### src/rtl/contadores_pkg.sv
// Shared constants for the pop-counter bank.
//   MODE_WRAP / MODE_SAT : values for the SAT parameter
//   DEF_NCH / DEF_CW     : default channel count and counter width
//   clog2()              : used to check that IDXW matches NCH at elaboration
package contadores_pkg;
  localparam int MODE_WRAP = 0;
  localparam int MODE_SAT  = 1;
  localparam int DEF_NCH   = 4;
  localparam int DEF_CW    = 5;

  function automatic int clog2(input int n);
    int r;
    r = 0;
    while ((1 << r) < n) r++;
    return r;
  endfunction
endpackage

### src/rtl/contador_canal.sv
// One channel of the bank: a CW-bit pop counter plus its sticky overflow flag.
//   clk, rst_l : clock, async active-low reset
//   inc        : one word popped this cycle
//   clr        : clearing read accepted this cycle (takes priority over inc)
//   clr_val    : value loaded on clear (the same-cycle pop, so it is not lost)
//   cnt, ovf   : registered count and sticky overflow flag
module contador_canal
  import contadores_pkg::*;
#(
  parameter int CW  = DEF_CW,
  parameter int SAT = MODE_WRAP
) (
  input  logic          clk,
  input  logic          rst_l,
  input  logic          inc,
  input  logic          clr,
  input  logic [CW-1:0] clr_val,
  output logic [CW-1:0] cnt,
  output logic          ovf
);
  localparam logic [CW-1:0] MAX = '1;

  logic [CW-1:0] cnt_q, cnt_d;
  logic          ovf_q, ovf_d;

  always_comb begin
    cnt_d = cnt_q;
    ovf_d = ovf_q;
    if (clr) begin
      // Clear wins over a coincident overflow: the flag ends low.
      cnt_d = clr_val;
      ovf_d = 1'b0;
    end else if (inc) begin
      if (cnt_q == MAX) begin
        ovf_d = 1'b1;
        cnt_d = (SAT == MODE_SAT) ? MAX : '0;
      end else begin
        cnt_d = cnt_q + 1'b1;
      end
    end
  end

  always_ff @(posedge clk or negedge rst_l) begin
    if (!rst_l) begin
      cnt_q <= '0;
      ovf_q <= 1'b0;
    end else begin
      cnt_q <= cnt_d;
      ovf_q <= ovf_d;
    end
  end

  assign cnt = cnt_q;
  assign ovf = ovf_q;
endmodule

### src/rtl/contadores_n.sv
// Bank of NCH pop counters with a prober read port.
//   clk, rst_l : clock, async active-low reset
//   pop        : per-channel pop strobe
//   req, idx   : read request and channel index (honoured only when idle=1)
//   idle       : FSM reports IDLE
//   clr_on_rd  : accepted read also clears the addressed counter
//   data/valid : registered read data and its one-cycle strobe
//   ovf        : sticky per-channel overflow flags
//   rd_err     : one-cycle pulse for a rejected request
module contadores_n
  import contadores_pkg::*;
#(
  parameter int NCH  = DEF_NCH,
  parameter int CW   = DEF_CW,
  parameter int IDXW = 2,
  parameter int SAT  = MODE_WRAP
) (
  input  logic            clk,
  input  logic            rst_l,
  input  logic [NCH-1:0]  pop,
  input  logic            req,
  input  logic [IDXW-1:0] idx,
  input  logic            idle,
  input  logic            clr_on_rd,
  output logic [CW-1:0]   data,
  output logic            valid,
  output logic [NCH-1:0]  ovf,
  output logic            rd_err
);
  if (IDXW != clog2(NCH)) begin : g_bad_idxw
    $error("contadores_n: IDXW must equal clog2(NCH)");
  end
  if (NCH < 2) begin : g_bad_nch
    $error("contadores_n: NCH must be >= 2");
  end
  if (CW < 2) begin : g_bad_cw
    $error("contadores_n: CW must be >= 2");
  end

  // NCH narrowed to IDXW+1 bits so the range check compares equal widths.
  localparam logic [IDXW:0] NCH_W = NCH[IDXW:0];

  logic [NCH-1:0][CW-1:0] cnt;
  logic [NCH-1:0]         clr;
  logic                   accept;

  // Non-power-of-two NCH leaves idx codes with no channel behind them.
  assign accept = req & idle & ({1'b0, idx} < NCH_W);

  for (genvar i = 0; i < NCH; i++) begin : g_ch
    assign clr[i] = accept & clr_on_rd & (idx == IDXW'(i));
    contador_canal #(.CW(CW), .SAT(SAT)) u_ch (
      .clk     (clk),
      .rst_l   (rst_l),
      .inc     (pop[i]),
      .clr     (clr[i]),
      .clr_val ({{(CW-1){1'b0}}, pop[i]}),
      .cnt     (cnt[i]),
      .ovf     (ovf[i])
    );
  end

  logic [CW-1:0] data_q, data_d;
  logic          valid_q, rd_err_q;

  always_comb begin
    data_d = data_q;
    if (accept) data_d = cnt[idx];  // pre-edge value
  end

  always_ff @(posedge clk or negedge rst_l) begin
    if (!rst_l) begin
      data_q   <= '0;
      valid_q  <= 1'b0;
      rd_err_q <= 1'b0;
    end else begin
      data_q   <= data_d;
      valid_q  <= accept;
      rd_err_q <= req & ~accept;
    end
  end

  assign data   = data_q;
  assign valid  = valid_q;
  assign rd_err = rd_err_q;
endmodule

### config.mk
export PLATFORM = sky130hd
export DESIGN_NAME = contadores_n
export DESIGN_NICKNAME = d
export VERILOG_FILES = /design/src/rtl/contadores_pkg.sv /design/src/rtl/contador_canal.sv /design/src/rtl/contadores_n.sv
export SDC_FILE = /design/constraint.sdc
export NUM_CORES = 1
export LEC_CHECK = 0
export CELL_PAD_IN_SITES_DETAIL_PLACEMENT = 0
export CELL_PAD_IN_SITES_GLOBAL_PLACEMENT = 1
export CORE_MARGIN = 10
export CORE_UTILIZATION = 25
export DETAILED_ROUTE_END_ITERATION = 12
export GPL_TIMING_DRIVEN = 0
export PLACE_DENSITY = 0.54
export SYNTH_ARGS = -nofsm -noshare
export SYNTH_HDL_FRONTEND = slang
export SYNTH_SLANG_ARGS = --single-unit
### constraint.sdc
create_clock -name clk -period 1.4 [get_ports clk]
set_input_delay 0.21 -clock clk [delete_from_list [all_inputs] [get_ports clk]]
set_output_delay 0.21 -clock clk [all_outputs]
set_load 0.005 [all_outputs]
# == Word-level counts from Yosys, hierarchy flattened ==
# Index checks and enable logic that the tools add are counted.
# word_totals
register_bits,31
latchBits,0
ram_bits,0
romBits,0
in_bits,11
out_inout_bits,11
elab_cells,70
mem_count,0
# classes
n_addsub,4
n_mul,0
div,0
magnitude_cmp,1
eq_ne,7
shifts,0
muxes,26
n_bitwise,8
n_reduce_logical,13
# op_table
op,n
2-to-1 mux 5 bit,13
"adder 5 x 1 -> 5 bit, second input constant",4
"== test 5 bit, second input constant",4
nonzero test 2 bit,8
2-to-1 mux 1 bit,12
binary-select mux 5 bit (select 2 bit),1
AND reduction 2 bit,4
AND 1 bit,7
"== test 2 bit, second input constant",2
"< comparator 2 x 3 -> 1 bit, second input constant",1
"== test 2 x 1 -> 1 bit, second input constant",1
logical NOT 2 bit,1
inverter 1 bit,1

# == Longest topological paths before layout ==
# logic_depth
depth_word,5
ltp_mapped,6
mapped_depth_nobuf,6

# == Modules after synthesis ==
# Synthesis repeated with hierarchy kept, for this count alone.
# hier_totals
hier_cells,172
hier_area_um2,1780.5
# modules_own_cells
module,instances,cells_per_inst,area_each_um2,seq_area_each_um2
contador_canal,4,36,336.6,150.1
contadores_n,1,28,434.2,175.2

# == Least setup slack after synthesis ==
# No wires, ideal clock.
# synth_path
path_type,register -> register
from,register g_ch[3].u_ch.cnt_q[0]
to,register g_ch[3].u_ch.cnt_q[2]
setup_ns,0.077
t_arrival_ns,1.412
t_required_ns,1.323
path_slack_ns,-0.090
stages_incl_launch_ff,7
n_path_buf,0
period_less_slack_ns,1.490
path_cell_list,dfrtp_1 ha_1 and3_1 ha_1 nor4bb_1 a21oi_1 a21oi_1
# synth_via
elab_chain_len,4
word_cells_on_any_way,5
cone_classes,add/sub (1); eq/ne (1); mux (3)
# synth_rtl
item,line,text
from (decl),contador_canal.sv:23,"logic [CW-1:0] cnt_q, cnt_d;"
from (signal assigned),contador_canal.sv:48,cnt_q <= cnt_d;
adder 5 x 1 -> 5 bit / == test 5 bit (equally long branches),"contador_canal.sv:38, contador_canal.sv:34",
2-to-1 mux 5 bit *,contador_canal.sv:34,if (cnt_q == MAX) begin
2-to-1 mux 5 bit *,contador_canal.sv:33,end else if (inc) begin
2-to-1 mux 5 bit *,contador_canal.sv:29,if (clr) begin
# Every way passes the cells marked *; elsewhere a longest branch is shown, timed or not. The select of a mux whose other input is x is not followed.
# A chain may end at the register's enable or synchronous reset.

# == Final worst setup path ==
# layout_path
from,register g_ch[0].u_ch.cnt_q[1]
to,register g_ch[0].u_ch.cnt_q[2]
# layout_via
elab_chain_len,4
word_cells_on_any_way,5
cone_classes,add/sub (1); eq/ne (1); mux (3)
# layout_rtl
item,line
from (decl),contador_canal.sv:23
from (signal assigned),contador_canal.sv:48
adder 5 x 1 -> 5 bit / == test 5 bit (equally long branches),"contador_canal.sv:38, contador_canal.sv:34"
2-to-1 mux 5 bit *,contador_canal.sv:34
2-to-1 mux 5 bit *,contador_canal.sv:33
2-to-1 mux 5 bit *,contador_canal.sv:29
# Marks and branches as above.

==> results.py <==
metrics = {
    "status": {
        "status": "finished with violations",
        "failed_checks": "negative hold slack, negative setup slack",
    },
    "layout": {
        "fin_util_pct": 35.70,
        "drive_above_1_share_pct": 32.64,
        "final_common_cell": "dfrtp_1",
        "final_cell_mix": "dfrtp_1 (29), nor2_1 (20), buf_4 (17), mux2i_1 (11), a21oi_1 (9)",
        "nNetsFinal": 215,
        "area_growth_pct": 36.59,
        "diodes": 0,
    },
    "global_routing": {
        "antenna_found_initial": 0,
        "grt_use_total_pct": 8.260,
        "grt_pass1_vias": 1432,
        "grt-ovfl-total": 0,
        "grt_max_degree": 32,
        "grt_pass1_wl_mm": 7.334,
    },
    "critical_path": {
        "rr_endpoint": "g_ch[0].u_ch.cnt[2]",
        "r2r_slack_ns": -0.04,
        "r2r_cells": 6,
        "cp-startpoint": "g_ch[0].u_ch.cnt[1]",
        "cp-start-kind": "flop",
        "crit_fanout": 3,
        "worst_ep_arrival_time_ns": 1.66,
        "crit_slowest_cell": "dfrtp_1",
        "critical_path.cell_chain": "ha_2, and3_4, ha_4, nor4bb_1, a21oi_1, nor2_1",
        "crit_end": "g_ch[0].u_ch.cnt[2]",
        "cpPeakStageDelay_ns": 0.39,
        "r2r-start": "g_ch[0].u_ch.cnt[1]",
        "cp_data_required_time_ns": 1.62,
        "cp-end-kind": "flop",
        "critPathKind": "flop to flop",
    },
    "timing": {
        "post-route-min-period_ns": 1.439,
        "hold_slack_ns": -0.02318,
        "setup_violations": 6,
        "fin_skew_ns": 0.005717,
        "period_share_pct": 102.8,
        "layout_setup_ws_ns": -0.03874,
        "slew_headroom_pct": 51.09,
        "fmax_mhz": 695.1,
        "tightest_slew_ns": 0.7336,
        "finalHoldViolations": 31,
        "rsz0062_at_grt": "true",
        "drv_slew": 0,
    },
    "clocking": {
        "path_clk_slew_ns": 0.07,
        "clockBufferDepth": 2,
        "cts-root-buf": "clkbuf_8",
        "cts_tree": "done",
        "cts_sinks": 31,
        "clock_latency_ns": 0.29,
        "cts_buffers": 5,
        "postCtsHoldBufs": 0,
        "ctsHtreeMaxLevel": 2,
    },
    "routing": {
        "drt_iter0_drc": 72,
        "num_vias": 1310,
        "drcViolationCount": 0,
        "wl_per_cell_um": 14.96,
        "viasPerCell": 4.533,
        "dr.pass1.iters": 4,
        "postRouteAntennaNets": 0,
        "wl_mm": 4.324,
    },
    "power_and_ir_drop": {
        "p_switching_mw": 1.120,
        "worst_ir_drop_vdd_v": 0.0005592,
        "combPwrFrac_pct": 34.0,
        "netSwitchingFraction_pct": 32.62,
        "power.internal_mw": 2.313,
        "leakagePower_nw": 1.160,
        "power.share.sequential_pct": 42.9,
        "powerDensity_nw_per_um2": 1400,
        "power_frac_clock_pct": 23.1,
    },
    "job": {
        "max-cap-violations": 0,
    },
    "synthesis": {
        "synth-xor-area-share_pct": 0,
        "ys_seq_area_share_pct": 43.21,
        "yosys.area_share.simple_pct": 15.89,
        "synth_area_per_cell_um2": 11.66,
        "synth_area_leader_cell": "dfrtp_1",
        "synth-adder-area-share_pct": 8.362,
        "synthCells": 154,
        "synth_top_cell_area_share_pct": 43.21,
        "syn-num-nets": 177,
        "synth-compound-area-share_pct": 11.29,
        "synth.top_cells.by_area": "dfrtp_1 (43%), ha_1 (8.4%), mux4_1 (7.3%)",
        "synth-seq-cells": 31,
        "yosysUniqueCellTypes": 31,
        "synthMuxAreaShare_pct": 16.59,
        "async_flop_share_pct": 100.0,
        "synth_top_family_by_area": "multiplexers",
        "synth_edf_count": 0,
        "synth-warning-count": 0,
        "synthFlopType": "dfrtp_1",
        "syn-cell-area_um2": 1795,
    },
    "floorplanning": {
        "core_um2": 6869,
        "rows": 30,
        "dieHeight_um": 104.7,
        "dieArea_um2": 10970,
        "die_x_um": 104.7,
        "ios": 22,
        "start_util_pct": 26.14,
    },
    "placed_design": {
        "port_buffers": 17,
        "gp_congestion": 0.7366,
        "dp_hpwl_mm": 3.071,
    },
    "hold_path": {
        "hold_class": "input pin to asynchronous set/reset pin",
    },
}
[per-stage QoR]
| step | worst slack, ns | std cells | power (mW) | TNS [ns] | area (µm²) |
|---|---|---|---|---|---|
| 3_5_place_dp | -0.3587 | 267 | 2.398 | -5.277 | 2106 |
| 4_1_cts | -0.04291 | 288 | 3.410 | -0.07764 | 2361 |
| 5_1_grt | -0.1110 | 289 | 3.708 | -0.6036 | 2452 |
| 6_report | -0.03874 | 289 | 3.433 | -0.1369 | 2452 |
| 3_3_place_gp | -0.5359 | 267 | 2.347 | -21.58 | 2111 |
| 2_1_floorplan | -0.01454 | 154 | 1.995 | -0.01454 | 1821 |
[worst min path at each step]
| stage | startpoint | end | slack [ns] | cells past startpoint |
|---|---|---|---|---|
| 6_report | rst_l | g_ch[3].u_ch.ovf | -0.02 | 1 |
| 2_1_floorplan | rst_l | data[0] | -0.09 | 0 |
| 4_1_cts | rst_l | rd_err | 0.003 | 1 |
| 3_3_place_gp | g_ch[3].u_ch.ovf | g_ch[3].u_ch.ovf | 0.48 | 2 |
| 5_1_grt | rst_l | data[0] | 0.04 | 1 |
| 3_5_place_dp | rst_l | g_ch[3].u_ch.ovf | 0.32 | 1 |
[synth_stat cells, drive strengths merged (5+ instances only)]
library cell	count
buf	9
mux2	5
o2bb2ai	6
ha	12
nand2b	6
a21oi	10
dfrtp	31
nand2	5
mux2i	11
mux4	5
nor2	21
[routing by layer]
layer | global-route usage, % | wire [µm] | up-vias
met5 | 0 | 0 | -
met4 | 4.118 | 74 | 0
met3 | 2.518 | 222 | 10
met2 | 12.46 | 1981 | 27
met1 | 10.43 | 2045 | 629
li1 | - | - | 644
[cells by family (layout without fill, tap and decap cells)]
logic type | after synthesis | after routing
AOI/OAI and AO/OA | 25 | 25
and+or+nand+nor | 52 | 52
buffers and inverters | 13 | 52
DFF | 31 | 31
muxes | 21 | 21
adders and majority gates | 12 | 12
[cell type report]
class	instances	area, µm²
multi-input combinational	110	1081
fill	689	4417
clock buffer	8	100.1
buffer	12	86.33
timing repair buffer	31	282.8
sequential	31	778.2
inverter	1	3.754
tap	96	120.1
[flip-flops by register name, indices dropped and copies added (netlist names)]
name,cells
data,5
rd_err,1
g_ch.u_ch.ovf,4
valid,1
g_ch.u_ch.cnt,20
[power by group through the flow]
| stage | Sequential, mW | Combinational, mW | Clock [mW] |
|---|---|---|---|
| finish | 1.47 | 1.17 | 0.793 |
| global route | 1.53 | 1.32 | 0.859 |
| CTS | 1.45 | 1.13 | 0.822 |
| detailed placement | 1.49 | 0.905 | 0 |
| global placement | 1.48 | 0.870 | 0 |
| floorplan | 1.38 | 0.614 | 0 |
[worst max-delay path: cells and delay by family, from the launching register on]
| kind | cells | cell delay [ns] |
|---|---|---|
| fa+ha+maj | 2 | 0.37 |
| flops | 1 | 0.39 |
| compound gates | 1 | 0.07 |
| simple gates | 3 | 0.55 |
[repair_timing]
item,CTS,global route
resized for setup,19,18
pin swaps,9,4
buffers inserted,13,1
setup endpoints to repair,21,22
Note: power is estimated with default switching activity, not from simulation.
